$ cat src/rtl/fifo_arb_tx_if.sv
// Bundles the two client read ports, the shared output-FIFO write port and the grant.
// No latency of its own; purely a wiring bundle.
// Backpressure is carried by the rdempty/wrfull inputs of the master side.
interface fifo_arb_tx_if #(
  parameter int DWIDTH = 8
);
  logic              c1_rden;
  logic              c1_rdempty;
  logic [DWIDTH-1:0] c1_rddata;
  logic              c2_rden;
  logic              c2_rdempty;
  logic [DWIDTH-1:0] c2_rddata;
  logic              fifo_wren;
  logic              fifo_wrfull;
  logic [DWIDTH-1:0] fifo_wrdata;
  logic [1:0]        grant;

  // Arbiter side
  modport master (
    output c1_rden, input c1_rdempty, input c1_rddata,
    output c2_rden, input c2_rdempty, input c2_rddata,
    output fifo_wren, input fifo_wrfull, output fifo_wrdata,
    output grant
  );

  // Client FIFOs / output FIFO side
  modport slave (
    input c1_rden, output c1_rdempty, output c1_rddata,
    input c2_rden, output c2_rdempty, output c2_rddata,
    input fifo_wren, output fifo_wrfull, input fifo_wrdata,
    input grant
  );
endinterface

$ cat src/rtl/fifo_arb_tx.sv
// Round-robin packet arbiter: moves whole packets from two client FIFOs into one output FIFO.
// Latency: a client read reaches fifo_wren two cycles later at the earliest; header costs one bubble.
// Backpressure: wrfull stalls the 2-entry skid; reads only issue while skid+inflight leaves room.
module fifo_arb_tx #(
  parameter int                DWIDTH  = 8,
  parameter logic [DWIDTH-1:0] SELMASK = DWIDTH'(8'h80),
  parameter logic [DWIDTH-1:0] CNTMASK = DWIDTH'(8'h70)
) (
  input logic            CLK,
  input logic            RESETn,
  fifo_arb_tx_if.master  bus
);

  localparam int CSHIFT = $clog2(CNTMASK) - 3;

  localparam logic [1:0] S_IDLE     = 2'd0;
  localparam logic [1:0] S_HDR      = 2'd1;
  localparam logic [1:0] S_WAIT_HDR = 2'd2;
  localparam logic [1:0] S_PAYLOAD  = 2'd3;

  logic [1:0]        state_q, state_d;
  logic [3:0]        rem_q, rem_d;
  logic [1:0]        grant_q, grant_d;
  logic              last_c2_q, last_c2_d;   // 1 when client 2 owned the last packet
  logic              run_q;                  // holds reads off until the first edge after reset
  logic              infl_q, infl_hdr_q, infl_src_q;
  logic [DWIDTH-1:0] skid_q [0:1];
  logic              wp_q, rp_q;
  logic [1:0]        occ_q;

  logic              rd1, rd2, hdr_rd;
  logic              wren, room, own_empty, pick_c2, any_req;
  logic [2:0]        load;
  logic [2:0]        cnt;
  logic [DWIDTH-1:0] src_dat, push_dat;

  function automatic logic [3:0] decode_len(input logic [2:0] c);
    case (c)
      3'd1:    decode_len = 4'd1;
      3'd2:    decode_len = 4'd2;
      3'd3:    decode_len = 4'd4;
      3'd4:    decode_len = 4'd8;
      default: decode_len = 4'd0;   // 0 and the reserved codes carry no payload
    endcase
  endfunction

  assign wren      = (occ_q != 2'd0) && !bus.fifo_wrfull;
  assign load      = {1'b0, occ_q} + {2'b00, infl_q} - {2'b00, wren};
  assign room      = load < 3'd2;
  assign own_empty = grant_q[1] ? bus.c2_rdempty : bus.c1_rdempty;
  assign any_req   = !bus.c1_rdempty || !bus.c2_rdempty;
  assign pick_c2   = !bus.c2_rdempty && (bus.c1_rdempty || !last_c2_q);

  // Data returning from last cycle's read; headers get the client-select bits forced
  always_comb begin
    src_dat  = infl_src_q ? bus.c2_rddata : bus.c1_rddata;
    push_dat = src_dat;
    if (infl_hdr_q) begin
      push_dat = infl_src_q ? (src_dat & ~SELMASK) : (src_dat | SELMASK);
    end
    cnt = 3'((src_dat & CNTMASK) >> CSHIFT);
  end

  // Packet FSM: owner selection, header decode and payload read issue
  always_comb begin
    state_d   = state_q;
    rem_d     = rem_q;
    grant_d   = grant_q;
    last_c2_d = last_c2_q;
    rd1       = 1'b0;
    rd2       = 1'b0;
    hdr_rd    = 1'b0;
    case (state_q)
      S_IDLE: begin
        if (run_q && any_req) begin
          grant_d   = pick_c2 ? 2'b10 : 2'b01;
          last_c2_d = pick_c2;
          if (room) begin
            rd1     = !pick_c2;
            rd2     = pick_c2;
            hdr_rd  = 1'b1;
            state_d = S_HDR;
          end else begin
            state_d = S_WAIT_HDR;
          end
        end
      end
      S_WAIT_HDR: begin
        if (!own_empty && room) begin
          rd1     = grant_q[0];
          rd2     = grant_q[1];
          hdr_rd  = 1'b1;
          state_d = S_HDR;
        end
      end
      S_HDR: begin
        rem_d = decode_len(cnt);
        if (decode_len(cnt) == 4'd0) begin
          state_d = S_IDLE;
          grant_d = 2'b00;
        end else begin
          state_d = S_PAYLOAD;
        end
      end
      default: begin
        if (!own_empty && room) begin
          rd1   = grant_q[0];
          rd2   = grant_q[1];
          rem_d = rem_q - 4'd1;
          if (rem_q == 4'd1) begin
            state_d = S_IDLE;
            grant_d = 2'b00;
          end
        end
      end
    endcase
  end

  // Control state registers
  always_ff @(posedge CLK or negedge RESETn) begin
    if (!RESETn) begin
      state_q    <= S_IDLE;
      rem_q      <= 4'd0;
      grant_q    <= 2'b00;
      last_c2_q  <= 1'b1;
      run_q      <= 1'b0;
      infl_q     <= 1'b0;
      infl_hdr_q <= 1'b0;
      infl_src_q <= 1'b0;
    end else begin
      state_q    <= state_d;
      rem_q      <= rem_d;
      grant_q    <= grant_d;
      last_c2_q  <= last_c2_d;
      run_q      <= 1'b1;
      infl_q     <= rd1 | rd2;
      infl_hdr_q <= hdr_rd;
      infl_src_q <= rd2;
    end
  end

  // Two-entry skid: captures returning read data, drains into the output FIFO
  always_ff @(posedge CLK or negedge RESETn) begin
    if (!RESETn) begin
      skid_q[0] <= '0;
      skid_q[1] <= '0;
      wp_q      <= 1'b0;
      rp_q      <= 1'b0;
      occ_q     <= 2'd0;
    end else begin
      if (infl_q) begin
        skid_q[wp_q] <= push_dat;
        wp_q         <= ~wp_q;
      end
      if (wren) begin
        rp_q <= ~rp_q;
      end
      occ_q <= occ_q + {1'b0, infl_q} - {1'b0, wren};
    end
  end

  assign bus.c1_rden     = rd1;
  assign bus.c2_rden     = rd2;
  assign bus.fifo_wren   = wren;
  assign bus.fifo_wrdata = skid_q[rp_q];
  assign bus.grant       = grant_q;

endmodule

$ cat src/flat_wrapper.sv
// flat-port wrapper written by rule: the top's interface ports become plain ports
module fifo_arb_tx_flat 
#(
  parameter int                DWIDTH  = 8,
  parameter logic [DWIDTH-1:0] SELMASK = DWIDTH'(8'h80),
  parameter logic [DWIDTH-1:0] CNTMASK = DWIDTH'(8'h70)
)
  (CLK, RESETn, bus_c1_rden, bus_c1_rdempty, bus_c1_rddata, bus_c2_rden, bus_c2_rdempty, bus_c2_rddata, bus_fifo_wren, bus_fifo_wrfull, bus_fifo_wrdata, bus_grant);
  fifo_arb_tx_if #(.DWIDTH(DWIDTH)) bus_i ();
  input logic CLK;
  input logic RESETn;
  output wire logic [$bits(bus_i.c1_rden)-1:0] bus_c1_rden;
  input wire logic [$bits(bus_i.c1_rdempty)-1:0] bus_c1_rdempty;
  input wire logic [$bits(bus_i.c1_rddata)-1:0] bus_c1_rddata;
  output wire logic [$bits(bus_i.c2_rden)-1:0] bus_c2_rden;
  input wire logic [$bits(bus_i.c2_rdempty)-1:0] bus_c2_rdempty;
  input wire logic [$bits(bus_i.c2_rddata)-1:0] bus_c2_rddata;
  output wire logic [$bits(bus_i.fifo_wren)-1:0] bus_fifo_wren;
  input wire logic [$bits(bus_i.fifo_wrfull)-1:0] bus_fifo_wrfull;
  output wire logic [$bits(bus_i.fifo_wrdata)-1:0] bus_fifo_wrdata;
  output wire logic [$bits(bus_i.grant)-1:0] bus_grant;
  assign bus_c1_rden = bus_i.c1_rden;
  assign bus_i.c1_rdempty = bus_c1_rdempty;
  assign bus_i.c1_rddata = bus_c1_rddata;
  assign bus_c2_rden = bus_i.c2_rden;
  assign bus_i.c2_rdempty = bus_c2_rdempty;
  assign bus_i.c2_rddata = bus_c2_rddata;
  assign bus_fifo_wren = bus_i.fifo_wren;
  assign bus_i.fifo_wrfull = bus_fifo_wrfull;
  assign bus_fifo_wrdata = bus_i.fifo_wrdata;
  assign bus_grant = bus_i.grant;
  fifo_arb_tx #(.DWIDTH(DWIDTH), .SELMASK(SELMASK), .CNTMASK(CNTMASK)) u_core (.CLK(CLK), .RESETn(RESETn), .bus(bus_i));
endmodule
$ cat config.mk
export PLATFORM = sky130hd
export DESIGN_NAME = fifo_arb_tx_flat
export DESIGN_NICKNAME = d
export VERILOG_FILES = /design/src/rtl/fifo_arb_tx_if.sv /design/src/rtl/fifo_arb_tx.sv /design/src/flat_wrapper.sv
export SDC_FILE = /design/constraint.sdc
export NUM_CORES = 1
export LEC_CHECK = 0
export ABC_AREA = 1
export CAP_MARGIN = 20
export CORE_ASPECT_RATIO = 0.7
export CORE_MARGIN = 2
export CORE_UTILIZATION = 50
export CTS_CLUSTER_SIZE = 16
export DETAILED_ROUTE_END_ITERATION = 12
export GPL_TIMING_DRIVEN = 0
export HOLD_SLACK_MARGIN = 0.03
export PLACE_DENSITY = 0.79
export SYNTH_ARGS = -nofsm -noshare
export SYNTH_HDL_FRONTEND = slang
export SYNTH_SLANG_ARGS = --single-unit
export TNS_END_PERCENT = 20
$ cat constraint.sdc
create_clock -name CLK -period 3.3 [get_ports CLK]
set_clock_uncertainty 0.05 [all_clocks]
set_input_delay 0.66 -clock CLK [delete_from_list [all_inputs] [get_ports CLK]]
set_output_delay 0.66 -clock CLK [all_outputs]
set_load 0.1 [all_outputs]
==> results.cfg, run 1 <==
[synthesis]
yosys.area_share.simple_pct = 27.9
synth_top_cells_by_area = dfrtp_1 44%, nand2_1 17%, inv_1 6.8%, o21ai_0 6.6%, nor2_1 5.3%
synth_compound_area_share_pct = 13.2
syn_avg_cell_area_um2 = 7.37
ys_seq_elements = 33
yosysTopAreaCell = dfrtp_1
ys.flop_type = dfrtp_1
synth_seq_area_share_pct = 45.2
synthesis.area_um2 = 1830
synth.top_cell.area_share_pct = 43.8
synth_xor_area_share_pct = 0.479
yosys_warnings = 0
postSynth.asyncResetShare_pct = 100
muxShareOfSynthArea_pct = 0
synth_top_family_by_area = simple AND/OR/NAND/NOR gates
syn_inst = 248
synth-edff-count = 0
synthesis.nets = 274
ys_types = 28
synthAdderAreaFrac_pct = 3.83

[layout]
mostFrequentLayoutCells = 77 x nand2_1, 32 x dfrtp_1, 31 x inv_1, 28 x clkdlybuf4s50_1, 24 x o21ai_0
final_layout_size_suffix_gt1_share_pct = 18.7
antenna_cells = 0
fin_nets = 324
final_area_um2 = 2530
syn2layout_area_growth_pct = 38.4
final_cells = 349
final_common_cell = nand2_1
fillers = 280

[timing]
finalHoldViolations = 0
rsz0062_at_grt = yes
period_needed_ns = 3.43
fin_crit_sh_pct = 104
fmax_ghz = 0.292
setup_viol_count_final = 2
worst_slack_ns = -0.126
tightest_slew_ns = 0.976
drv_slew = 0
slew_headroom_pct = 34.7

[clocking]
tritoncts = built
cts_made_buffers = 5
clk_pin_slew_ns = 0.07
clock_latency_ns = 0.29
cts.sinks = 33
root_buffer = clkbuf_8
clk_path_buf_depth = 2
htreeDepth = 2

[floorplan]
io_pins = 34
die_w_um = 76.3
dieArea_um2 = 4160
start_util_pct = 52.0
die_h_um = 54.6
core_area_um2 = 3510
rows = 18

[grt]
grt_pass1_wl_um = 7230
antenna_found_initial = 0
grt_overflow = 0
grt_pass1_vias = 1633
grtUsageTotal_pct = 23.3
grt_start_max_net_pins = 34

[critical_path]
crit_fanout = 3
critPathCaptureType = output pin
cp_slowest_cell = fa_2
worstPathCellList = nor2_4 -> nor2_4 -> ha_4 -> inv_2 -> ha_4 -> fa_2 -> inv_2 -> nand2_2 -> nor2_4 -> nand2_2 -> nor2_4 -> nand3_4 -> nand2_8 -> buf_12
cp-start-kind = register
reg2regPathDepth = 17
critPathKind = reg -> out
worstPathRequired_ns = 2.59
cp.arrival_ns = 2.72
slowest_delay_ns = 0.46
cp_common_cell = nor2_4

[outcome]
status = finished with violations
violations = negative setup slack

[placed_design]
io_buffers = 33
dp_cells = 331
dpl-instance-area_um2 = 2280
gp_congestion = 0.837
dpl.hpwl_um = 3050

[drt]
vias = 1715
dr.pass1.iters = 4
final_antenna_net_count = 0
drtIter0Drc = 123
vias_per_cell = 4.91
drt-wirelength-per-cell_um = 12.5
wirelength_um = 4360
drc = 0

[hold_path]
hold_path_class = in -> async

[flow_run]
drv_cap = 0
-- registers in the layout, summed over array words and instances (netlist names), 2 cells and up --
name and flops:
u_core.occ_q 2, u_core.skid_q 16, u_core.bus.grant 2, u_core.rem_q 4, u_core.state_q 2
-- final timing paths --
check,end,start,slack [ns]
setup reg to reg,u_core.state_q[1]$_DFFE_PN0P_,u_core.occ_q[1]$_DFF_PN0_,0.52
hold reg to reg,u_core.skid_q[6]$_DFFE_PN0P_,u_core.skid_q[6]$_DFFE_PN0P_,0.45
min in group CLK,u_core.skid_q[6]$_DFFE_PN0P_,u_core.skid_q[6]$_DFFE_PN0P_,0.45
max in group asynchronous,u_core.rem_q[1]$_DFFE_PN0P_,RESETn,2.38
hold / removal,u_core.skid_q[7]$_DFFE_PN0P_,RESETn,0.36
setup / recovery,bus_c1_rden,u_core.occ_q[1]$_DFF_PN0_,-0.13
-- synth_stat cells (2+ instances only) --
library cell   n
a31oi_1        8
dfrtp_1       32
ha_1           4
inv_1         33
inv_2          4
nand2_1       83
nand2_2        4
nand3_1        8
nand4_1        2
nor2_1        26
nor2_2         2
o21ai_0       24
o21ai_1        2
o21bai_1       2
-- worst max-delay path, delay by kind of cell (launching register included) --
family                     cells  cell delay, ns
adders and majority gates      3            0.86
buffers and inverters          3            0.28
DFF                            1            0.42
and+or+nand+nor                8            0.86
-- metal layers --
layer	GRT usage [%]	part of all wire [%]
met2	39.4	46
met4	10.6	2.3
met5	0	0
met1	28.3	47
met3	7.26	4.9
-- cell type report --
type	count	area [um^2]	area share [%]
Buffer	4	27.5	1.09
Clock buffer	5	68.8	2.72
Clock inverter	3	17.5	0.692
Inverter	37	139	5.49
Multi-Input combinational cell	174	970	38.3
Sequential cell	33	827	32.7
Tap cell	50	62.6	2.47
Timing Repair Buffer	43	418	16.5
-- cells by family after synthesis --
family | after synthesis
buf+inv | 41
xor+xnor | 1
compound gates | 41
fa+ha+maj | 5
simple gates | 126
other cells | 1
flops | 33
-- per-stage QoR --
stage / hold WS [ns] / setup WS [ns] / utilization, % / TNS [ns]
after floorplan: 0.314 / -0.333 / - / -0.931
after global placement: 0.419 / -1.49 / 65.1 / -2.97
after detailed placement: 0.427 / -1.57 / 64.9 / -3.14
after global routing: 0.418 / -0.227 / 72.0 / -0.444
after CTS: 0.390 / -0.119 / 71.2 / -0.227
final: 0.363 / -0.126 / 72.0 / -0.235
-- what timing repair did --
action | CTS | global route
gates resized for setup | 33 | 5
hold buffers | 0 | 0
cloned | 0 | 0
pin swaps | 10 | 4
setup endpoints to repair | 2 | 3
setup buffers | 8 | 2
hold endpoints to repair | 0 | 0
Power of run 1 is left out: the tool's default activity adds up to more than one toggle a clock period on the data nets, which glitch-free logic cannot reach.
==> run 2, diff against run 1 <==
--- a/config.mk
+++ b/config.mk
@@ -7,14 +7,13 @@
 export LEC_CHECK = 0
 export ABC_AREA = 1
 export CAP_MARGIN = 20
-export CORE_ASPECT_RATIO = 0.7
 export CORE_MARGIN = 2
-export CORE_UTILIZATION = 50
+export CORE_UTILIZATION = 52
 export CTS_CLUSTER_SIZE = 16
 export DETAILED_ROUTE_END_ITERATION = 12
 export GPL_TIMING_DRIVEN = 0
 export HOLD_SLACK_MARGIN = 0.03
-export PLACE_DENSITY = 0.79
+export PLACE_DENSITY = 0.9
 export SYNTH_ARGS = -nofsm -noshare
 export SYNTH_HDL_FRONTEND = slang
 export SYNTH_SLANG_ARGS = --single-unit
==> results.cfg, run 2 (synthesis results as in run 1) <==
[timing]
tns_ns = -0.418
worst_slack_ns = -0.213
fmax_ghz = 0.285
fin_crit_sh_pct = 106
tightest_slew_ns = 0.987
slew_headroom_pct = 34.1
drv_slew = 0
hold_ws_ns = 0.305
period_needed_ns = 3.51
setup_viol_count_final = 2
finalHoldViolations = 0
rsz0062_at_grt = yes

[hold_path]
hold_path_class = in -> async

[critical_path]
slowest_delay_ns = 0.50
cp-start-kind = register
cp_slowest_cell = fa_1
crit_fanout = 3
worstPathCellList = nor2_4 -> nor2_4 -> ha_4 -> inv_2 -> ha_4 -> fa_1 -> inv_1 -> nand2_2 -> nor2_4 -> nand2_2 -> nor2_4 -> nand3_4 -> nand2_8 -> buf_12
rrSetupSlack_ns = 0.73
crit_start = u_core.occ_q[0]$_DFF_PN0_
critPathKind = reg -> out
cp_common_cell = nor2_4
reg2regPathDepth = 14
rr_endpoint = u_core.state_q[0]$_DFFE_PN0P_
rr_startpoint = u_core.occ_q[0]$_DFF_PN0_
cp.arrival_ns = 2.80
critPathCaptureType = output pin
crit_path_end = bus_c1_rden
worstPathRequired_ns = 2.59

[floorplan]
die_w_um = 63.3
core_area_um2 = 3360
die_h_um = 63.3
start_util_pct = 54.4
io_pins = 34
dieArea_um2 = 4010
rows = 21

[layout]
antenna_cells = 0
largest_reg_flops = 16
final_layout_size_suffix_gt1_share_pct = 16.6
fin_util_pct = 73.7
top_regs = u_core.skid_q x16, u_core.rem_q x4
fin_nets = 320
mostFrequentLayoutCells = 77 x nand2_1, 32 x inv_1, 32 x dfrtp_1, 24 x o21ai_0
final_common_cell = nand2_1
syn2layout_area_growth_pct = 35.6
largest_register = u_core.skid_q
fillers = 257

[clocking]
cts.hold.buffers_added = 0
root_buffer = clkbuf_4
clk_path_buf_depth = 2
clock_latency_ns = 0.35
htreeDepth = 2
cts_made_buffers = 5
cts.sinks = 33
clk_pin_slew_ns = 0.11
tritoncts = built

[drt]
final_antenna_net_count = 0
dr.pass1.iters = 4
vias_per_cell = 5.22
drt-wirelength-per-cell_um = 13.8
drc = 0
vias = 1780
drtIter0Drc = 133
wirelength_um = 4700

[placed_design]
place_ws_ns = -1.53
io_buffers = 33
dpl.hpwl_um = 3060
gp_congestion = 0.851

[outcome]
status = finished with violations
violations = negative setup slack

[grt]
antenna_found_initial = 0
grt_pass1_wl_um = 7930
grt_pass1_vias = 1796
grtUsageTotal_pct = 25.7
grt_start_max_net_pins = 34
grt_overflow = 0

[flow_run]
drv_cap = 0
[run 2: how the worst min path moves through the flow]
stage	startpoint	end	slack, ns	depth (start not counted)
2_1_floorplan	RESETn	u_core.bus.grant[0]$_DFFE_PN0P_	0.31	0
3_3_place_gp	u_core.skid_q[4]$_DFFE_PN0P_	u_core.skid_q[4]$_DFFE_PN0P_	0.42	2
3_5_place_dp	u_core.skid_q[6]$_DFFE_PN0P_	u_core.skid_q[6]$_DFFE_PN0P_	0.43	2
4_1_cts	RESETn	u_core.skid_q[2]$_DFFE_PN0P_	0.33	1
5_1_grt	RESETn	u_core.rp_q$_DFFE_PN0P_	0.35	1
6_report	RESETn	u_core.skid_q[2]$_DFFE_PN0P_	0.31	1
[run 2: critical path, delay by kind of cell (launching register included)]
kind          cells  cell delay (ns)
flops             1             0.42
fa+ha+maj         3             0.90
simple gates      8             0.83
buf+inv           3             0.29
[run 2: layout make-up]
| class | count | area [um^2] | share of cell area (%) |
|---|---|---|---|
| plain buffers | 4 | 27.5 | 1.11 |
| clock buffers | 6 | 41.3 | 1.67 |
| well taps | 46 | 57.6 | 2.32 |
| repair buffers | 39 | 409 | 16.5 |
| clock inverters | 2 | 10.0 | 0.404 |
| flip-flops and latches | 33 | 827 | 33.4 |
| multi-input cells | 174 | 967 | 39.0 |
| inverters | 37 | 139 | 5.60 |
[run 2: routing by layer]
metal | global-route usage [%] | part of all wire (%) | vias to the layer above
met5 | 0 | 0 | -
met4 | 13.0 | 3.2 | 0
met3 | 6.07 | 5.4 | 17
met2 | 46.7 | 53 | 52
met1 | 27.6 | 38 | 845
li1 | - | - | 866
[run 2: what timing repair did]
action                                  CTS  global route
endpoints found under the setup margin    2             9
buffers inserted                          6             0
pin swaps                                10             2
gates resized for setup                  33             8
[run 2: stage by stage]
stage / area (um^2) / std cells
6_report: 2480 / 341
5_1_grt: 2480 / 341
4_1_cts: 2460 / 341
3_5_place_dp: 2280 / 327
3_3_place_gp: 2280 / 327
2_1_floorplan: 1890 / 248
Power of run 2 is left out for the same reason.
